**src/rtl/uart_pkg.sv**
```systemverilog
// Shared types and constants for the UART V3 receive path.
// Used by uart_rx_ctrl and uart_rx_sampler.
package uart_pkg;

  typedef enum logic [2:0] {
    IDLE   = 3'd0,
    START  = 3'd1,
    DATA   = 3'd2,
    PARITY = 3'd3,
    STOP   = 3'd4,
    DONE   = 3'd5
  } rx_state_e;

  localparam int MIN_PRESCALE = 4;

  function automatic logic maj3(input logic a, input logic b, input logic c);
    return (a & b) | (a & c) | (b & c);
  endfunction

endpackage

```
**src/rtl/uart_rx_sampler.sv**
```systemverilog
// Line synchronizer, per-bit edge counter and mid-bit sampler for the UART receiver.
// Build option UART_RX_MAJORITY_EN: 2-of-3 vote over samples at mid-1, mid, mid+1.
module uart_rx_sampler
  import uart_pkg::*;
#(
  parameter int PRESCALE_W = 6
) (
  input  logic                  clk,
  input  logic                  rst,
  input  logic                  rxIn,
  input  logic                  run,
  input  logic [PRESCALE_W-1:0] prescale,
  output logic                  rxSync,
  output logic                  bitEnd,
  output logic                  sampledBit
);

  localparam logic [PRESCALE_W-1:0] ONE = PRESCALE_W'(1);

  logic                  sync_p0;
  logic                  sync_p1;
  logic [PRESCALE_W-1:0] edgeCnt;
  logic [PRESCALE_W-1:0] mid;
  logic [PRESCALE_W-1:0] lastEdge;

  assign mid      = prescale >> 1;
  assign lastEdge = prescale - ONE;
  assign rxSync   = sync_p1;
  assign bitEnd   = run && (edgeCnt == lastEdge);

  // synchronizer idles high so a reset never looks like a start bit
  always_ff @(posedge clk or negedge rst) begin
    if (!rst) begin
      sync_p0 <= 1'b1;
      sync_p1 <= 1'b1;
    end else begin
      sync_p0 <= rxIn;
      sync_p1 <= sync_p0;
    end
  end

  always_ff @(posedge clk or negedge rst) begin
    if (!rst) begin
      edgeCnt <= '0;
    end else if (!run || bitEnd) begin
      edgeCnt <= '0;
    end else begin
      edgeCnt <= edgeCnt + ONE;
    end
  end

`ifdef UART_RX_MAJORITY_EN
  logic sampLo;
  logic sampMid;

  always_ff @(posedge clk or negedge rst) begin
    if (!rst) begin
      sampLo     <= 1'b0;
      sampMid    <= 1'b0;
      sampledBit <= 1'b0;
    end else if (run) begin
      if (edgeCnt == mid - ONE) sampLo <= rxSync;
      if (edgeCnt == mid) sampMid <= rxSync;
      if (edgeCnt == mid + ONE) sampledBit <= maj3(sampLo, sampMid, rxSync);
    end
  end
`else
  always_ff @(posedge clk or negedge rst) begin
    if (!rst) begin
      sampledBit <= 1'b0;
    end else if (run && (edgeCnt == mid)) begin
      sampledBit <= rxSync;
    end
  end
`endif

endmodule

```
**src/rtl/uart_rx_ctrl.sv**
```systemverilog
// UART V3 receive sequencer: walks start/data/parity/stop and strobes the deserializer and parity checker.
// Build option UART_RX_MAJORITY_EN (in uart_rx_sampler) selects majority-vote bit sampling.
module uart_rx_ctrl
  import uart_pkg::*;
#(
  parameter int DATAWIDTH  = 8,
  parameter int PRESCALE_W = 6
) (
  input  logic                  clk,
  input  logic                  rst,
  input  logic                  rxIn,
  input  logic [PRESCALE_W-1:0] prescale,
  input  logic                  parEn,
  input  logic                  parErr,
  output logic                  sampledBit,
  output logic                  deSerEn,
  output logic                  deSerDn,
  output logic                  parityCheckEn,
  output logic                  done,
  output logic                  dataValid,
  output logic                  frameErr,
  output logic                  parityErr,
  output logic                  busy
);

  localparam int              BCW      = (DATAWIDTH > 1) ? $clog2(DATAWIDTH) : 1;
  localparam logic [BCW-1:0]  LAST_BIT = BCW'(DATAWIDTH - 1);
  localparam logic [BCW-1:0]  BC_ONE   = BCW'(1);

  rx_state_e      state_q, state_d;
  logic [BCW-1:0] bitCnt_q, bitCnt_d;
  logic           armed_q, armed_d;
  logic           frameErr_d, parityErr_d;
  logic           rxSync;
  logic           bitEnd;

  uart_rx_sampler #(
    .PRESCALE_W(PRESCALE_W)
  ) u_sampler (
    .clk       (clk),
    .rst       (rst),
    .rxIn      (rxIn),
    .run       (busy),
    .prescale  (prescale),
    .rxSync    (rxSync),
    .bitEnd    (bitEnd),
    .sampledBit(sampledBit)
  );

  assign busy      = (state_q != IDLE);
  assign dataValid = done && !(frameErr || parityErr);

  always_ff @(posedge clk or negedge rst) begin
    if (!rst) begin
      state_q   <= IDLE;
      bitCnt_q  <= '0;
      armed_q   <= 1'b0;
      frameErr  <= 1'b0;
      parityErr <= 1'b0;
    end else begin
      state_q   <= state_d;
      bitCnt_q  <= bitCnt_d;
      armed_q   <= armed_d;
      frameErr  <= frameErr_d;
      parityErr <= parityErr_d;
    end
  end

  always_comb begin
    state_d       = state_q;
    bitCnt_d      = bitCnt_q;
    armed_d       = armed_q;
    frameErr_d    = frameErr;
    parityErr_d   = parityErr;
    deSerEn       = 1'b0;
    deSerDn       = 1'b0;
    parityCheckEn = 1'b0;
    done          = 1'b0;

    case (state_q)
      // arming needs a high line first, so a held-low break cannot retrigger
      IDLE: begin
        if (rxSync) begin
          armed_d = 1'b1;
        end else if (armed_q) begin
          state_d     = START;
          armed_d     = 1'b0;
          frameErr_d  = 1'b0;
          parityErr_d = 1'b0;
        end
      end
      START: begin
        if (bitEnd) begin
          if (sampledBit) begin
            state_d = IDLE;
          end else begin
            state_d  = DATA;
            bitCnt_d = '0;
          end
        end
      end
      DATA: begin
        if (bitEnd) begin
          deSerEn  = 1'b1;
          bitCnt_d = bitCnt_q + BC_ONE;
          if (bitCnt_q == LAST_BIT) begin
            deSerDn = 1'b1;
            state_d = parEn ? PARITY : STOP;
          end
        end
      end
      PARITY: begin
        if (bitEnd) begin
          parityCheckEn = 1'b1;
          state_d       = STOP;
        end
      end
      // a high stop bit pre-arms IDLE so a back-to-back start bit is not lost
      STOP: begin
        if (rxSync) armed_d = 1'b1;
        if (bitEnd) begin
          frameErr_d  = ~sampledBit;
          parityErr_d = parEn & parErr;
          state_d     = DONE;
        end
      end
      DONE: begin
        done    = 1'b1;
        state_d = IDLE;
        if (rxSync) armed_d = 1'b1;
      end
      default: state_d = IDLE;
    endcase
  end

endmodule

```
**config.mk**
```make
export PLATFORM = sky130hd
export DESIGN_NAME = uart_rx_ctrl
export DESIGN_NICKNAME = d
export VERILOG_FILES = /design/src/rtl/uart_pkg.sv /design/src/rtl/uart_rx_sampler.sv /design/src/rtl/uart_rx_ctrl.sv
export SDC_FILE = /design/constraint.sdc
export NUM_CORES = 1
export LEC_CHECK = 0
export ABC_CLOCK_PERIOD_IN_PS = 2600
export CELL_PAD_IN_SITES_DETAIL_PLACEMENT = 2
export CELL_PAD_IN_SITES_GLOBAL_PLACEMENT = 2
export CORE_UTILIZATION = 29
export CTS_CLUSTER_SIZE = 25
export DETAILED_ROUTE_END_ITERATION = 12
export PLACE_DENSITY = 0.72
export REMOVE_ABC_BUFFERS = 1
export SYNTH_ARGS = -nofsm -noshare
export SYNTH_HDL_FRONTEND = slang
export SYNTH_SLANG_ARGS = --single-unit
```
**constraint.sdc**
```tcl
create_clock -name clk -period 2.6 [get_ports clk]
set_input_delay 0.52 -clock clk [delete_from_list [all_inputs] [get_ports clk]]
set_output_delay 0.52 -clock clk [all_outputs]
set_load 0.05 [all_outputs]
```
# Yosys cells after proc, flatten, opt, wreduce, memory -nomap -nowiden
# Index checks and enable logic that the tools add are counted.
# word_totals
regBits	18
in_bits	11
output_inout_bits	9
wordCells	79
# op_classes
add_sub_neg	3
eq_ne	17
muxes	31
n_bitwise	2
reduce_logical	17
# ops
cell	count
$mux W3	11
$pmux W3 S5	1
$mux W1	13
$ne A2 B1 Y1 const B	5
$eq A3 B3 Y1 const B	3
$ne A2 B2 Y1 const B	4
$reduce_and A4 Y1	2
$reduce_and A7 Y1	1
$add A6 B1 Y6 const B	1
$eq A3 B2 Y1 const B	2
$eq A6 B5 Y1	1
$eq A6 B6 Y1	1
$mux W6	1
$pmux W1 S2	3
$pmux W3 S2	1
$reduce_bool A2 Y1	3
$sub A6 B1 Y6 const B	1
$add A3 B1 Y3 const B	1
$eq A3 B1 Y1 const B	1
$logic_and A1 B1 Y1	3
$logic_not A3 Y1	1
$reduce_bool A3 Y1	1
$logic_not A1 Y1	2
$logic_or A1 B1 Y1	2
other kinds (5)	5

# Depth between registers and ports, before layout
# logic_depth
depth_word	5
ltp_mapped	8
mapped_depth_nobuf	7

# Cells and area by module
# Synthesis repeated with hierarchy kept, for this count alone.
# hier_totals
cells_unflattened	123
area_unflattened_um2	1199.9
# modules_own_cells
module	instances	cells_per_inst	area_each_um2	seq_area_each_um2
uart_rx_sampler	1	59	603.1	227.7
uart_rx_ctrl	1	64	596.8	225.2

# Worst setup path after synthesis
# Ideal clock, no wire load.
# synth_timing
kind	reg2out
startpoint	register state_q[2]
endpoint	output dataValid
arrival_time_ps	3179
t_required_ps	2080
path_slack_ps	-1099
stages_incl_launch_ff	4
path_buffers	1
path_cell_list	dfrtp_1 clkbuf_1 nor3b_1 nor3b_1
# synth_between
elab_chain_cells	3
# synth_lines
item	line_no	rtl
start: declaration	uart_rx_ctrl.sv:30	rx_state_e state_q, state_d;
start signal: assignment	uart_rx_ctrl.sv:61	state_q <= state_d;
$eq A3 B3 Y1	uart_rx_ctrl.sv:80	case (state_q)
$mux W1	uart_rx_ctrl.sv:80	
via done	uart_rx_ctrl.sv:19	output logic done,
$logic_and A1 B1 Y1	uart_rx_ctrl.sv:51	assign dataValid = done && !(frameErr || parityErr);
end: declaration	uart_rx_ctrl.sv:20	output logic dataValid,
# The timed path passes the listed nets, and every way through them passes these cells.

# Worst setup path in the final report
# layout_timing
startpoint	input prescale[1]
endpoint	output parityCheckEn
# layout_between
elab_chain_cells	5
# layout_lines
item	line_no	rtl
start: declaration	uart_rx_ctrl.sv:12	input logic [PRESCALE_W-1:0] prescale,
$sub A6 B1 Y6	uart_rx_sampler.sv:27	assign lastEdge = prescale - ONE;
$eq A6 B6 Y1	uart_rx_sampler.sv:29	assign bitEnd = run && (edgeCnt == lastEdge);
$logic_and A1 B1 Y1	uart_rx_sampler.sv:29	
$mux W1	uart_rx_ctrl.sv:113	if (bitEnd) begin
$mux W1	uart_rx_ctrl.sv:80	
end: declaration	uart_rx_ctrl.sv:18	output logic parityCheckEn,
# No other way between the ends.

==> key figures <==
Logic synthesis
  – YS warnings: 0
  – Netlist Area Pre-Place: 1180 sq um
  – Post-Syn Instances: 123
  – Synth Register Bits: 18
  – Synthesized area per cell: 9.59 sq um
  – Area leader, netlist: dfrtp_1
  – Synth cell types: 41
  – EDFF count, synth: 0
  – Register area share after synthesis: 38.4%
  – Share of the synthesized area in the top cell type: 33.9%
  – Async SR Flop Fraction: 100%
  – Synth area leaders: dfrtp_1 (34%), xnor2_1 (8.2%), dfstp_2 (4.5%), ha_1 (4.2%), nor3_1 (4.2%)
  – Top FF cell, synth: dfrtp_1

STA
  – Slew Limit Headroom: 42.6%
  – Final setup violation count: 3
  – Crit path time final: 3000 ps
  – Fin Setup TNS: -1140 ps
  – Hold Vio Cnt, Final: 0
  – RSZ-0062 raised after global routing: true
  – Worst setup margin: -400 ps
  – Worst-Margin Slew: 858 ps
  – Max Transition Viols Final: 0
  – Layout Skew: 1.78 ps
  – Fmax: 333 MHz
  – Period utilisation layout: 115%

Critical path
  – Worst setup startpoint: prescale[1]
  – CP top delay family: simple AND/OR/NAND/NOR gates
  – CP Launch Type: input port
  – FF-to-FF Start: u_sampler.edgeCnt[5]
  – Cell Chain, Critical Path: buf_6, or4_4, or3_4, a2111oi_4, nand3_2, nor3_2, buf_4, buf_12
  – Critical path buffer and inverter count: 3
  – CP Data Required Time: 2080 ps
  – Worst path slowest cell: or4_4
  – Worst setup EP type: output pin
  – CP Max Fanout: 2
  – Crit path DAT: 2480 ps
  – CP peak stage delay: 520 ps
  – Crit Path Category: in -> out

Routing
  – Via/cell ratio: 5.19
  – ANT nets after route: 0
  – Via count: 1075
  – Routed WL: 3590 um
  – Post-route DRC: 0
  – WL/cell: 17.3 um
  – Drt first pass iters: 4
  – DR iter-0 viols: 51

Floorplanning
  – Die X: 65.8 um
  – Vert. Die Dim: 65.8 um
  – Core box area: 3770 sq um
  – Initial Utilization: 31.3%
  – Die ar.: 4330 sq um
  – FP Rows: 22
  – Ports: 20

Clock network
  – Clock latency on the worst-skew pair: 250 ps
  – CTS tree: yes
  – CTS sink count: 18
  – H-tree depth: 1
  – CTS Buf Count: 3
  – Clock Tree Root: clkbuf_8
  – Worst-path clk slew: 70 ps
  – Max clock buf depth: 2

Global routing
  – GR Util All Layers: 18.4%
  – First-pass GRT wire length: 5890 um
  – Total grt overflow: 0
  – Vias in the first global route: 1197
  – Initial antenna violation count: 0
  – Pin count of the biggest net entering global routing: 19

Final layout
  – Core Util, Final: 43.7%
  – Diode count: 0
  – Layout cells sized above 1: 30.8%
  – Layout area overhead: 39.8%
  – Filler cell count: 407
  – Nets: 175

Outcome
  – Failing checks: negative setup slack
  – Status: finished, violations left

Placed design
  – Hpwl dp: 2730 um
  – IO Port Bufs: 19
  – Placer's final routability congestion estimate: 0.772

Pwr
  – Pwr Density: 925 nW/um^2
  – Static Leak: 0.686 nW
  – Max VDD drop: 331 uV

Worst hold path
  – HP Start: u_sampler.sync_p0
  – HP Class: reg -> reg

Flow run
  – Max Cap Viol: 0
## per-layer routing
layer / GRT usage, % / up-vias / wire length, um
met2: 32.7 / 17 / 1820
met5: 0 / - / 0
met4: 6.25 / 0 / 31
li1: - / 514 / -
met1: 21.8 / 540 / 1650
met3: 3.62 / 4 / 95
## cells in the final DEF, fill, tap and decap left out, drive strengths merged, types with 2 or more instances in the layout
| cell | synthesis | layout |
|---|---|---|
| nand3 | 4 | 4 |
| and2 | 2 | 2 |
| a221o | 2 | 2 |
| xor2 | 4 | 4 |
| inv | 6 | 6 |
| mux2 | 2 | 2 |
| clkbuf | 5 | 4 |
| a22o | 2 | 2 |
| dfrtp | 16 | 16 |
| o211ai | 2 | 2 |
| nor2b | 2 | 2 |
| o21ai | 3 | 3 |
| nor3 | 10 | 10 |
| a21oi | 7 | 7 |
| nor4 | 2 | 2 |
| buf | 1 | 29 |
| ha | 4 | 4 |
| nor2 | 7 | 7 |
| nand2 | 7 | 7 |
| clkdlybuf4s50 | 0 | 8 |
| xnor2 | 11 | 11 |
| nor3b | 3 | 3 |
| or3 | 2 | 2 |
| dfstp | 2 | 2 |
| a31oi | 3 | 3 |
## cell type report
class / instances / area (sq um) / share of cell area [%]
repair buffers: 38 / 357 / 21.6
multi-input cells: 93 / 702 / 42.6
clock buffers: 4 / 55.1 / 3.34
inverters: 6 / 22.5 / 1.37
well taps: 48 / 60.1 / 3.64
flip-flops and latches: 18 / 453 / 27.5
## what timing repair did
action,in CTS,in global routing
gates cloned,0,0
setup endpoints to repair,15,3
hold buffers,0,0
gates resized for setup,23,4
setup buffers,4,0
pin swaps,4,5
## cells in the mapped netlist, drive strengths merged, types with 3 or more instances
| master | n |
|---|---|
| a21oi | 7 |
| a31oi | 3 |
| clkbuf | 5 |
| dfrtp | 16 |
| ha | 4 |
| inv | 6 |
| nand2 | 7 |
| nand3 | 4 |
| nor2 | 7 |
| nor3 | 10 |
| nor3b | 3 |
| o21ai | 3 |
| xnor2 | 11 |
| xor2 | 4 |
## cell families after synthesis
group / synth area share [%]
AOI/OAI and AO/OA: 16.3
xor gates and xnor gates: 11.1
adders and majority gates: 4.24
buffers and inverters: 4.45
DFF: 38.4
muxes: 2.23
and+or+nand+nor: 23.2
## power breakdown
part           internal, mW  leakage, nW  switching [mW]
registers             0.380        0.223           0.144
logic                 0.346        0.435           0.420
clock network         0.135       0.0288           0.100
total                 0.861        0.686           0.664
## through the flow
stage / hold WS, ps / setup slack (ps) / power [mW] / cell area, sq um / cells
global placement: 346 / -766 / 1.22 / 1540 / 199
detailed placement: 347 / -889 / 1.26 / 1540 / 199
finish: 364 / -400 / 1.52 / 1650 / 207
floorplan: 224 / -1100 / 0.977 / 1150 / 117
CTS: 364 / -474 / 1.54 / 1640 / 207
global route: 373 / -483 / 1.62 / 1650 / 207
## final timing paths
kind,end,slack (ps),cells after the start
max in group asynchronous,u_sampler.edgeCnt[2],1320,1
min reg2reg,u_sampler.rxSync,360,0
min,u_sampler.rxSync,360,0
max reg2reg,bitCnt_q[0],360,7
max,parityCheckEn,-400,8
min in group asynchronous,parityErr,750,1
## state kept, by name, summed over array words and instances, names as in the netlist
signal	count
u_sampler.edgeCnt	6
bitCnt_q	3
state_q	3
armed_q	1
frameErr	1
parityErr	1
u_sampler.rxSync	1
u_sampler.sampledBit	1
u_sampler.sync_p0	1
Power figures use the tool's default switching activity.
